==> config.mk <==
export PLATFORM = sky130hd
export DESIGN_NAME = cpu_core_flat
export DESIGN_NICKNAME = d
export VERILOG_FILES = /design/src/rtl/cpu_core_if.sv /design/src/rtl/cpu_core.sv /design/src/flat_wrapper.sv
export SDC_FILE = /design/constraint.sdc
export NUM_CORES = 1
export LEC_CHECK = 0
export ABC_CLOCK_PERIOD_IN_PS = 4300
export CAP_MARGIN = 20
export CORE_MARGIN = 1.5
export CORE_UTILIZATION = 41
export DETAILED_ROUTE_END_ITERATION = 7
export PLACE_DENSITY_LB_ADDON = 0.12
export SYNTH_ARGS = -nofsm -noshare
export SYNTH_HDL_FRONTEND = slang
export SYNTH_SLANG_ARGS = --single-unit
export TNS_END_PERCENT = 1
==> constraint.sdc <==
create_clock -name clk -period 4.3 [get_ports clk]
set_input_delay 0.86 -clock clk [delete_from_list [all_inputs] [get_ports clk]]
set_output_delay 0.86 -clock clk [all_outputs]
set_load 0.01 [all_outputs]
==> src/rtl/cpu_core_if.sv <==
// Bus between the instruction sequencer and the decoder/datapath side:
// flat instruction RAM, per-instruction control strobes and the
// registered sequencer state.
interface cpu_core_if #(
    parameter int RAM_SIZE = 4
);
    logic [RAM_SIZE*32-1:0] ram;
    logic                   inst_condition;
    logic                   end_inst;
    logic                   jmp_inst;
    logic                   hlt_inst;
    logic [7:0]             jmp_address;
    logic [31:0]            ir;
    logic [15:0]            clks;
    logic [7:0]             pc;
    logic [1:0]             state;

    // Datapath / memory side: drives RAM and control, observes the sequencer.
    modport master (
        output ram, inst_condition, end_inst, jmp_inst, hlt_inst, jmp_address,
        input  ir, clks, pc, state
    );

    // Sequencer side.
    modport slave (
        input  ram, inst_condition, end_inst, jmp_inst, hlt_inst, jmp_address,
        output ir, clks, pc, state
    );
endinterface

==> src/rtl/cpu_core.sv <==
// Instruction sequencer: fetches a 32-bit word into IR, walks a one-hot
// T-state counter while the external datapath executes, then advances the
// PC sequentially, by jump or by skip. HALT is left only through reset.
module cpu_core #(
    parameter int RAM_SIZE = 4
) (
    input  logic      clk,
    input  logic      reset,
    cpu_core_if.slave bus
);
    typedef enum logic [1:0] {
        FETCH   = 2'b00,
        DECODE  = 2'b01,
        EXECUTE = 2'b10,
        HALT    = 2'b11
    } state_t;

    localparam logic [7:0] LAST_PC = 8'(RAM_SIZE - 1);

    state_t      state_q, state_d;
    logic [7:0]  pc_q, pc_d, next_pc;
    logic [31:0] ir_q, ir_d;
    logic [15:0] clks_q, clks_d;

    // Full 256-entry view of the RAM; addresses past RAM_SIZE read as zero,
    // so an out-of-range jump fetches a null instruction.
    logic [31:0] words [256];
    for (genvar i = 0; i < 256; i++) begin : g_word
        if (i < RAM_SIZE) begin : g_in
            assign words[i] = bus.ram[i*32 +: 32];
        end else begin : g_out
            assign words[i] = 32'h0;
        end
    end

    // Sequential PC wraps at the last RAM word; beyond RAM it just counts mod 256.
    always_comb begin
        if (pc_q == LAST_PC) next_pc = 8'h00;
        else                 next_pc = pc_q + 8'd1;
    end

    // Next-state and datapath update for each sequencer phase.
    always_comb begin
        state_d = state_q;
        pc_d    = pc_q;
        ir_d    = ir_q;
        clks_d  = clks_q;
        case (state_q)
            FETCH: begin
                ir_d    = words[pc_q];
                clks_d  = 16'h0001;
                state_d = DECODE;
            end
            DECODE: begin
                if (bus.inst_condition) begin
                    clks_d  = clks_q << 1;
                    state_d = EXECUTE;
                end else begin
                    pc_d    = next_pc;
                    clks_d  = 16'h0000;
                    state_d = FETCH;
                end
            end
            EXECUTE: begin
                if (bus.hlt_inst) begin
                    clks_d  = 16'h0000;
                    state_d = HALT;
                end else if (bus.end_inst) begin
                    pc_d    = bus.jmp_inst ? bus.jmp_address : next_pc;
                    clks_d  = 16'h0000;
                    state_d = FETCH;
                end else if (clks_q[15]) begin
                    // Counter would shift out: force the instruction to end.
                    pc_d    = next_pc;
                    clks_d  = 16'h0000;
                    state_d = FETCH;
                end else begin
                    clks_d  = clks_q << 1;
                end
            end
            HALT: begin
                clks_d = 16'h0000;
            end
            default: begin
                state_d = FETCH;
            end
        endcase
    end

    // State register with asynchronous active-low reset.
    always_ff @(posedge clk or negedge reset) begin
        if (!reset) begin
            state_q <= FETCH;
            pc_q    <= 8'h00;
            ir_q    <= 32'h0;
            clks_q  <= 16'h0000;
        end else begin
            state_q <= state_d;
            pc_q    <= pc_d;
            ir_q    <= ir_d;
            clks_q  <= clks_d;
        end
    end

    assign bus.state = state_q;
    assign bus.pc    = pc_q;
    assign bus.ir    = ir_q;
    assign bus.clks  = clks_q;
endmodule

==> src/flat_wrapper.sv <==
// flat-port wrapper written by rule: the top's interface ports become plain ports
module cpu_core_flat 
#(
    parameter int RAM_SIZE = 4
)
  (clk, reset, bus_ram, bus_inst_condition, bus_end_inst, bus_jmp_inst, bus_hlt_inst, bus_jmp_address, bus_ir, bus_clks, bus_pc, bus_state);
  cpu_core_if #(.RAM_SIZE(RAM_SIZE)) bus_i ();
  input  logic clk;
  input  logic reset;
  input wire logic [$bits(bus_i.ram)-1:0] bus_ram;
  input wire logic [$bits(bus_i.inst_condition)-1:0] bus_inst_condition;
  input wire logic [$bits(bus_i.end_inst)-1:0] bus_end_inst;
  input wire logic [$bits(bus_i.jmp_inst)-1:0] bus_jmp_inst;
  input wire logic [$bits(bus_i.hlt_inst)-1:0] bus_hlt_inst;
  input wire logic [$bits(bus_i.jmp_address)-1:0] bus_jmp_address;
  output wire logic [$bits(bus_i.ir)-1:0] bus_ir;
  output wire logic [$bits(bus_i.clks)-1:0] bus_clks;
  output wire logic [$bits(bus_i.pc)-1:0] bus_pc;
  output wire logic [$bits(bus_i.state)-1:0] bus_state;
  assign bus_i.ram = bus_ram;
  assign bus_i.inst_condition = bus_inst_condition;
  assign bus_i.end_inst = bus_end_inst;
  assign bus_i.jmp_inst = bus_jmp_inst;
  assign bus_i.hlt_inst = bus_hlt_inst;
  assign bus_i.jmp_address = bus_jmp_address;
  assign bus_ir = bus_i.ir;
  assign bus_clks = bus_i.clks;
  assign bus_pc = bus_i.pc;
  assign bus_state = bus_i.state;
  cpu_core #(.RAM_SIZE(RAM_SIZE)) u_core (.clk(clk), .reset(reset), .bus(bus_i));
endmodule
Word level (Yosys, flattened, before mapping)
Index checks and enable logic that the tools add are counted.

Register bits: 58. Input bits: 142. Output and inout port bits: 58. Word-level logic and storage cells: 40.

Add/sub/neg operators: 1. Magnitude comparators: 1. Eq/ne operators: 8. Muxes and demuxes: 20. Bitwise gates (word level): 1. Reduce and logical (&&, ||, !) cells: 5.

Operators with widths (number): binary-select mux 32 bit (select 8 bit) (1); 2-to-1 mux 16 bit (4); 2-to-1 mux 32 bit (2); case mux 16 bit (4 select lines) (1); 2-to-1 mux 8 bit (6); case mux 8 bit (2 select lines) (1); >= comparator 9 bit, second input constant (1); inverter 8 -> 9 bit (1); adder 8 x 1 -> 8 bit, second input constant (1); equality test 8 x 2 -> 1 bit, second input constant (1); 2-to-1 mux 2 bit (4); case mux 2 bit (3 select lines) (1); equality test 2 bit, second input constant (2); != test 2 bit, second input constant (2); != test 4 x 3 -> 1 bit, second input constant (1); AND reduction 4 bit (1); != test 3 x 2 -> 1 bit, second input constant (1); nonzero test 3 bit (1); equality test 2 x 1 -> 1 bit, second input constant (1); zero test 2 bit (1); AND reduction 2 bit (1); nonzero test 2 bit (1).

Logic depth before layout (Yosys ltp)
Word-level depth: 6. Mapped depth: 7. Mapped depth without buffers: 6.

Least setup slack after synthesis
No wires, ideal clock.

Path type: input to register. From: input bus_inst_condition. To: register u_core.pc_q[7] (netlist: u_core.bus.pc[7]). Library setup time: 0.087 ns. Arrival time: 1.962 ns. Data required time: 4.213 ns. Path slack: 2.252 ns. Stages: 4. Path buffers: 0. Cell sequence: a22oi_1 -> o311ai_2 -> or4_1 -> o211ai_1.

Longest elaborated chain between the ends: 2.

Ends and longest elaborated chain: start, declared (RTL line flat_wrapper.sv:11) `input wire logic [$bits(bus_i.inst_condition)-1:0] bus_inst_condition;`; != test 2 bit (no source line); AND reduction 4 bit (no source line); end signal, assigned (RTL line cpu_core.sv:99) `pc_q <= pc_d;`; end, declared (RTL line cpu_core.sv:21) `logic [7:0] pc_q, pc_d, next_pc;`.

No other way between the ends. A chain may end at the register's enable or synchronous reset.

Worst setup path after layout
From: register u_core.pc_q[1] (netlist: u_core.bus.pc[1]). To: output bus_pc[1].

RTL lines: end, declared (RTL line flat_wrapper.sv:18) `output wire logic [$bits(bus_i.pc)-1:0] bus_pc;`.

No word-level cell between the ends.

==> flow_metrics.tcl <==
set metrics [dict create \
    finalMaxSlewViolations 0 \
    crit_required_ps 3440 \
    finalWirelength_microns 10200 \
    clock-root-buffer "clkbuf_8" \
    hold_viol 0 \
    post_cts_resized 0 \
    cts_hold_buf 0 \
    crit_type "reg -> out" \
    synth_edf_count 0 \
    syn_to_final_growth_pct 68.8 \
    synthTopCellsByArea "dfrtp_1 (44%), mux4_2 (22%), inv_1 (6.3%)" \
    ys_seq_elements 58 \
    leakage_nw 2.23 \
    clock_latency_ps 340 \
    dieArea_sq_um 8560 \
    slowest_stage "dfrtp_1" \
    die_h_microns 92.5 \
    status "completed" \
    arrival_ps 1840 \
    vias 3068 \
    fmaxAchievable_mhz 370 \
    io-pin-count 200 \
    diodes 0 \
    fillers 570 \
    max_stage_delay_ps 830 \
    yosysSeqAreaShare_pct 44.2 \
    rows 32 \
    syn_inst 292 \
    grt_usage_pct 24.1 \
    relSlewSlack_pct 28.7 \
    p_clk_share_pct 22.3 \
    numCtsBuffers 9 \
    cts_setup_buffers 0 \
    worstMarginPinSlew_ps 1070 \
    syn_area_per_cell_sq_um 11.3 \
    yosysTopAreaCell "dfrtp_1" \
    hold_path.class "reg -> reg" \
    start_kind "flop" \
    cp-startpoint "u_core.bus.pc[1]$_DFFE_PN0P_" \
    antenna_found_initial 0 \
    reg2reg_from "u_core.bus.state[0]$_DFFE_PN0P_" \
    drcViolationCount 0 \
    layout.nets 635 \
    top_layer "met4" \
    maxCapViolations 0 \
    layout_commonest_cell "clkdlybuf4s50_1" \
    initial_core_util_pct 42.5 \
    h-tree-depth 3 \
    path_max_fanout 18 \
    worst-path-buf-inv 1 \
    first_pass_iters 6 \
    yosys_warnings 0 \
    gp_congestion 0.801 \
    synth-main-ff-cell "dfrtp_1" \
    peakVddDrop_v 0.000435 \
    sw_frac_of_total_pct 36.1 \
    final.setup_skew_ps 12.6 \
    rsz0062_at_grt "no" \
    stdcell_count 593 \
    synthArstFlopShare_pct 100 \
    dpl.cell_count 577 \
    pwr-share-comb_pct 47.3 \
    synth_top_area_share_pct 44.2 \
    register_area_sq_um 1450 \
    core_area_sq_um 7730 \
    ctsLongestPathBuffers 2 \
    rrSetupSlack_ps 1980 \
    cp_top_family "flip-flops" \
    synth_nets 441 \
    synth.distinct_cells 33 \
    p_switching_w 0.000820 \
    cp-endpoint "bus_pc[1]" \
    timing.rr.end "u_core.bus.pc[7]$_DFFE_PN0P_" \
    multi_input_area_sq_um 1540 \
    ant_nets 0 \
    path_depth 1 \
    numPortBuffers 199 \
    met2_length_microns 5210 \
    powerDensity_nw_per_um2 410 \
    cts_tree "done" \
    fin_crit_sh_pct 62.8 \
    p_seq_share_pct 30.5 \
    crit_chain "clkdlybuf4s50_1" \
    grt_first_pass_wirelength_microns 15800 \
    setup_viol 0 \
    overflow 0 \
    finalWorstPathRequiredPeriod_ps 2700 \
    timing.hold.ws_ps 483 \
    dpl.hpwl_microns 7770 \
    die_x_microns 92.5 \
    final_cell_mix "clkdlybuf4s50_1 (198), dfrtp_1 (57), inv_1 (55)" \
    clock_sinks 58 \
    clk_pin_slew_ps 70 \
    fin_tns_setup_ps 0 \
    grt_start_max_net_pins 53 \
    viasPerCell 5.17 \
    met1_length_microns 3890 \
    drt_iter0_drc 158 \
    synthesis.area_sq_um 3290 \
    layout-drive-gt1-share_pct 12.2 \
    r2r_cells 6 \
    end_kind "output port" \
    met3_length_microns 826 \
    utilization_pct 71.8 \
    intPower_w 0.00146 \
    grt_pass1_vias 3148 \
    wire_per_inst_microns 17.2 \
]
[cells in the mapped netlist, types with 3 or more instances]
library cell,n
o21ai_1,4
dfrtp_1,58
buf_1,4
a21oi_1,8
nand2_1,6
mux4_2,32
o22ai_1,16
ha_1,7
buf_4,3
inv_1,55
o21ai_0,20
clkbuf_1,9
and2_1,16
nand3_1,24
nor2_1,3
buf_2,4
[kinds of logic (layout without fill, tap and decap cells)]
group                    Yosys count  in the layout  share of synthesized area (%)
AO/OA/AOI/OAI                     62             62                           12.3
adder cells (fa/ha/maj)            7              7                           2.67
buffers and inverters             75            274                           9.06
flip-flops                        58             58                           44.2
multiplexers                      33             33                           22.2
AND/OR/NAND/NOR                   57             57                           9.56
[worst min-delay path by stage]
stage	from	to	cells after the start
finish	u_core.bus.clks[13]$_DFF_PN0_	u_core.bus.clks[14]$_DFF_PN0_	1
global route	u_core.bus.clks[13]$_DFF_PN0_	u_core.bus.clks[14]$_DFF_PN0_	1
floorplan	u_core.bus.clks[9]$_DFF_PN0_	u_core.bus.clks[10]$_DFF_PN0_	1
global placement	u_core.bus.clks[6]$_DFF_PN0_	u_core.bus.clks[7]$_DFF_PN0_	1
CTS	u_core.bus.clks[7]$_DFF_PN0_	u_core.bus.clks[8]$_DFF_PN0_	1
detailed placement	u_core.bus.clks[1]$_DFF_PN0_	u_core.bus.clks[2]$_DFF_PN0_	1
[power by group through the flow]
stage               sequential, W  combinational (W)  clock [W]
floorplan                0.000684           0.000723          0
global placement         0.000697            0.00107          0
detailed placement       0.000700            0.00108          0
CTS                      0.000692            0.00109   0.000521
global route             0.000704            0.00117   0.000544
finish                   0.000693            0.00108   0.000507
[routing by layer]
layer | global-route usage [%] | vias up
li1 | - | 1438
met1 | 28.0 | 1473
met2 | 41.7 | 134
met3 | 6.16 | 23
met4 | 10.8 | 0
met5 | 0 | -
[state kept, by name, summed over array words and instances (netlist names)]
signal,cells
u_core.bus.clks,16
u_core.bus.ir,32
u_core.bus.pc,8
u_core.bus.state,2
[stage by stage]
stage               total power [W]  cell area (sq um)  worst slack (ps)
floorplan                   0.00141               3290              2250
global route                0.00242               5550              1520
detailed placement          0.00178               5340              1450
global placement            0.00177               5340              1560
CTS                         0.00230               5550              1570
finish                      0.00228               5550              1600
[final cells by class]
type	instances	share of cell area, %
repair buffers	203	36.4
multi-input cells	159	27.8
flip-flops and latches	58	26.2
inverters	55	3.72
well taps	102	2.30
clock buffers	9	2.23
clock inverters	7	1.42
(Power assumes the default switching activity.)
==> edit (config.mk and constraints unchanged) <==
`RAM_SIZE` is set to 4 in 3 places; all go to 8.
--- a/src/rtl/cpu_core_if.sv
+++ b/src/rtl/cpu_core_if.sv
@@ -3,5 +3,5 @@
 // registered sequencer state.
 interface cpu_core_if #(
-    parameter int RAM_SIZE = 4
+    parameter int RAM_SIZE = 8
 );
     logic [RAM_SIZE*32-1:0] ram;
--- a/src/rtl/cpu_core.sv
+++ b/src/rtl/cpu_core.sv
@@ -3,5 +3,5 @@
 // PC sequentially, by jump or by skip. HALT is left only through reset.
 module cpu_core #(
-    parameter int RAM_SIZE = 4
+    parameter int RAM_SIZE = 8
 ) (
     input  logic      clk,
--- a/src/flat_wrapper.sv
+++ b/src/flat_wrapper.sv
@@ -2,5 +2,5 @@
 module cpu_core_flat 
 #(
-    parameter int RAM_SIZE = 4
+    parameter int RAM_SIZE = 8
 )
   (clk, reset, bus_ram, bus_inst_condition, bus_end_inst, bus_jmp_inst, bus_hlt_inst, bus_jmp_address, bus_ir, bus_clks, bus_pc, bus_state);
Interface: changed (resized bus_ram); port bits go from 200 to 328. The function was not compared with the original's and may differ.
==> edit against the unedited design <==
  * Final area is 42% higher
  * Wire length is 61% higher
  * Total power is 71% higher
  * Sequential cell count stayed put
  * Area after synthesis is 29% higher
  * Worst hold slack better by 0.0078 ns
  * Worst setup slack worse by 0.045 ns
  * Largest cell class unchanged
==> edit: results (changes against the unedited design) <==
GRT Total Usage=30.9% (+6.8 points); Pleak=3.13 nW (+40%); vias per inst=5.44 (+5.1%); Mapped Nets=613 (+39%); wire per inst=20.9 um (+21%); max_slew headroom=32.7% (+4.0 points); Worst Path Max Fanout=37 (+19); Comb pwr share=59.2% (+12 points); fillers=646 (+13%); Reg2Reg Launch Point=u_core.bus.pc[1]; fraction of layout cells with a size suffix above 1=14.8% (+2.6 points); largest net degree at the start of global routing=59 (+11%); global-route wire length before repair=25.7 mm (+63%); CP arrival=1.89 ns (+0.05 ns); post-synthesis sequential area ratio=34.2% (-10 points); Setup crit start=u_core.bus.pc[0]; Synth top cells by count=64 x mux4_2, 58 x dfrtp_1, 40 x inv_1, 34 x o22ai_1, 32 x mux2i_1; top-count cell post-synth=mux4_2; status=completed; sequential share of power=25.1% (-5.4 points); hold_sp=u_core.bus.clks[1]; DRT iter0 DRCs=181 (+15%); Final Skew=0.00915 ns (-0.00346 ns); post-DP HPWL=13.2 mm (+70%); NumNets Final=926 (+46%); top cells by area, synth=dfrtp_1 34%, mux4_2 34%, mux2i_1 7.5%
[edit: through the flow]
stage	instances	setup WS, ns	hold slack, ns	area (um2)	util (%)
2_1_floorplan	336	2.44	0.524	4240	-
3_3_place_gp	770	1.63	0.460	7590	76.6
3_5_place_dp	771	1.59	0.474	7620	76.9
4_1_cts	787	1.50	0.492	7860	79.3
5_1_grt	787	1.42	0.516	7860	79.3
6_report	787	1.55	0.491	7860	79.3
[edit: final timing paths]
check	endpoint	slack, ns	cells after the start
setup / recovery	bus_pc[0]	1.55	1
hold / removal	u_core.bus.clks[2]	0.49	1
setup reg to reg	u_core.bus.pc[5]	1.77	6
hold reg to reg	u_core.bus.clks[2]	0.49	1
max in group asynchronous	u_core.bus.pc[0]	3.04	2
min in group asynchronous	u_core.bus.pc[5]	0.66	2
[edit: kinds of logic after synthesis]
| logic type | after synthesis | synth area share [%] |
|---|---|---|
| and+or+nand+nor | 42 | 5.69 |
| muxes | 96 | 41.5 |
| adders and majority gates | 7 | 2.06 |
| buffers and inverters | 71 | 6.57 |
| DFF | 58 | 34.2 |
| AOI/OAI and AO/OA | 62 | 9.96 |
[edit: routing by layer]
layer  part of all wire [%]  wire length, um  vias up  global-route usage [%]
met1                     35             5750     2103                    34.1
met3                    7.1             1170       40                    7.74
met2                     54             8930      200                    56.3
li1                       -                -     1937                       -
met4                    3.4              566        0                    12.2
met5                      0                0        -                       0
[edit: layout make-up]
type	count	area, um2	area share [%]
tap	133	166	2.12
timing repair buffer	332	3330	42.3
clock buffer	9	124	1.58
multi-input combinational	207	2510	32.0
inverter	41	154	1.96
sequential	58	1460	18.5
clock inverter	7	116	1.48
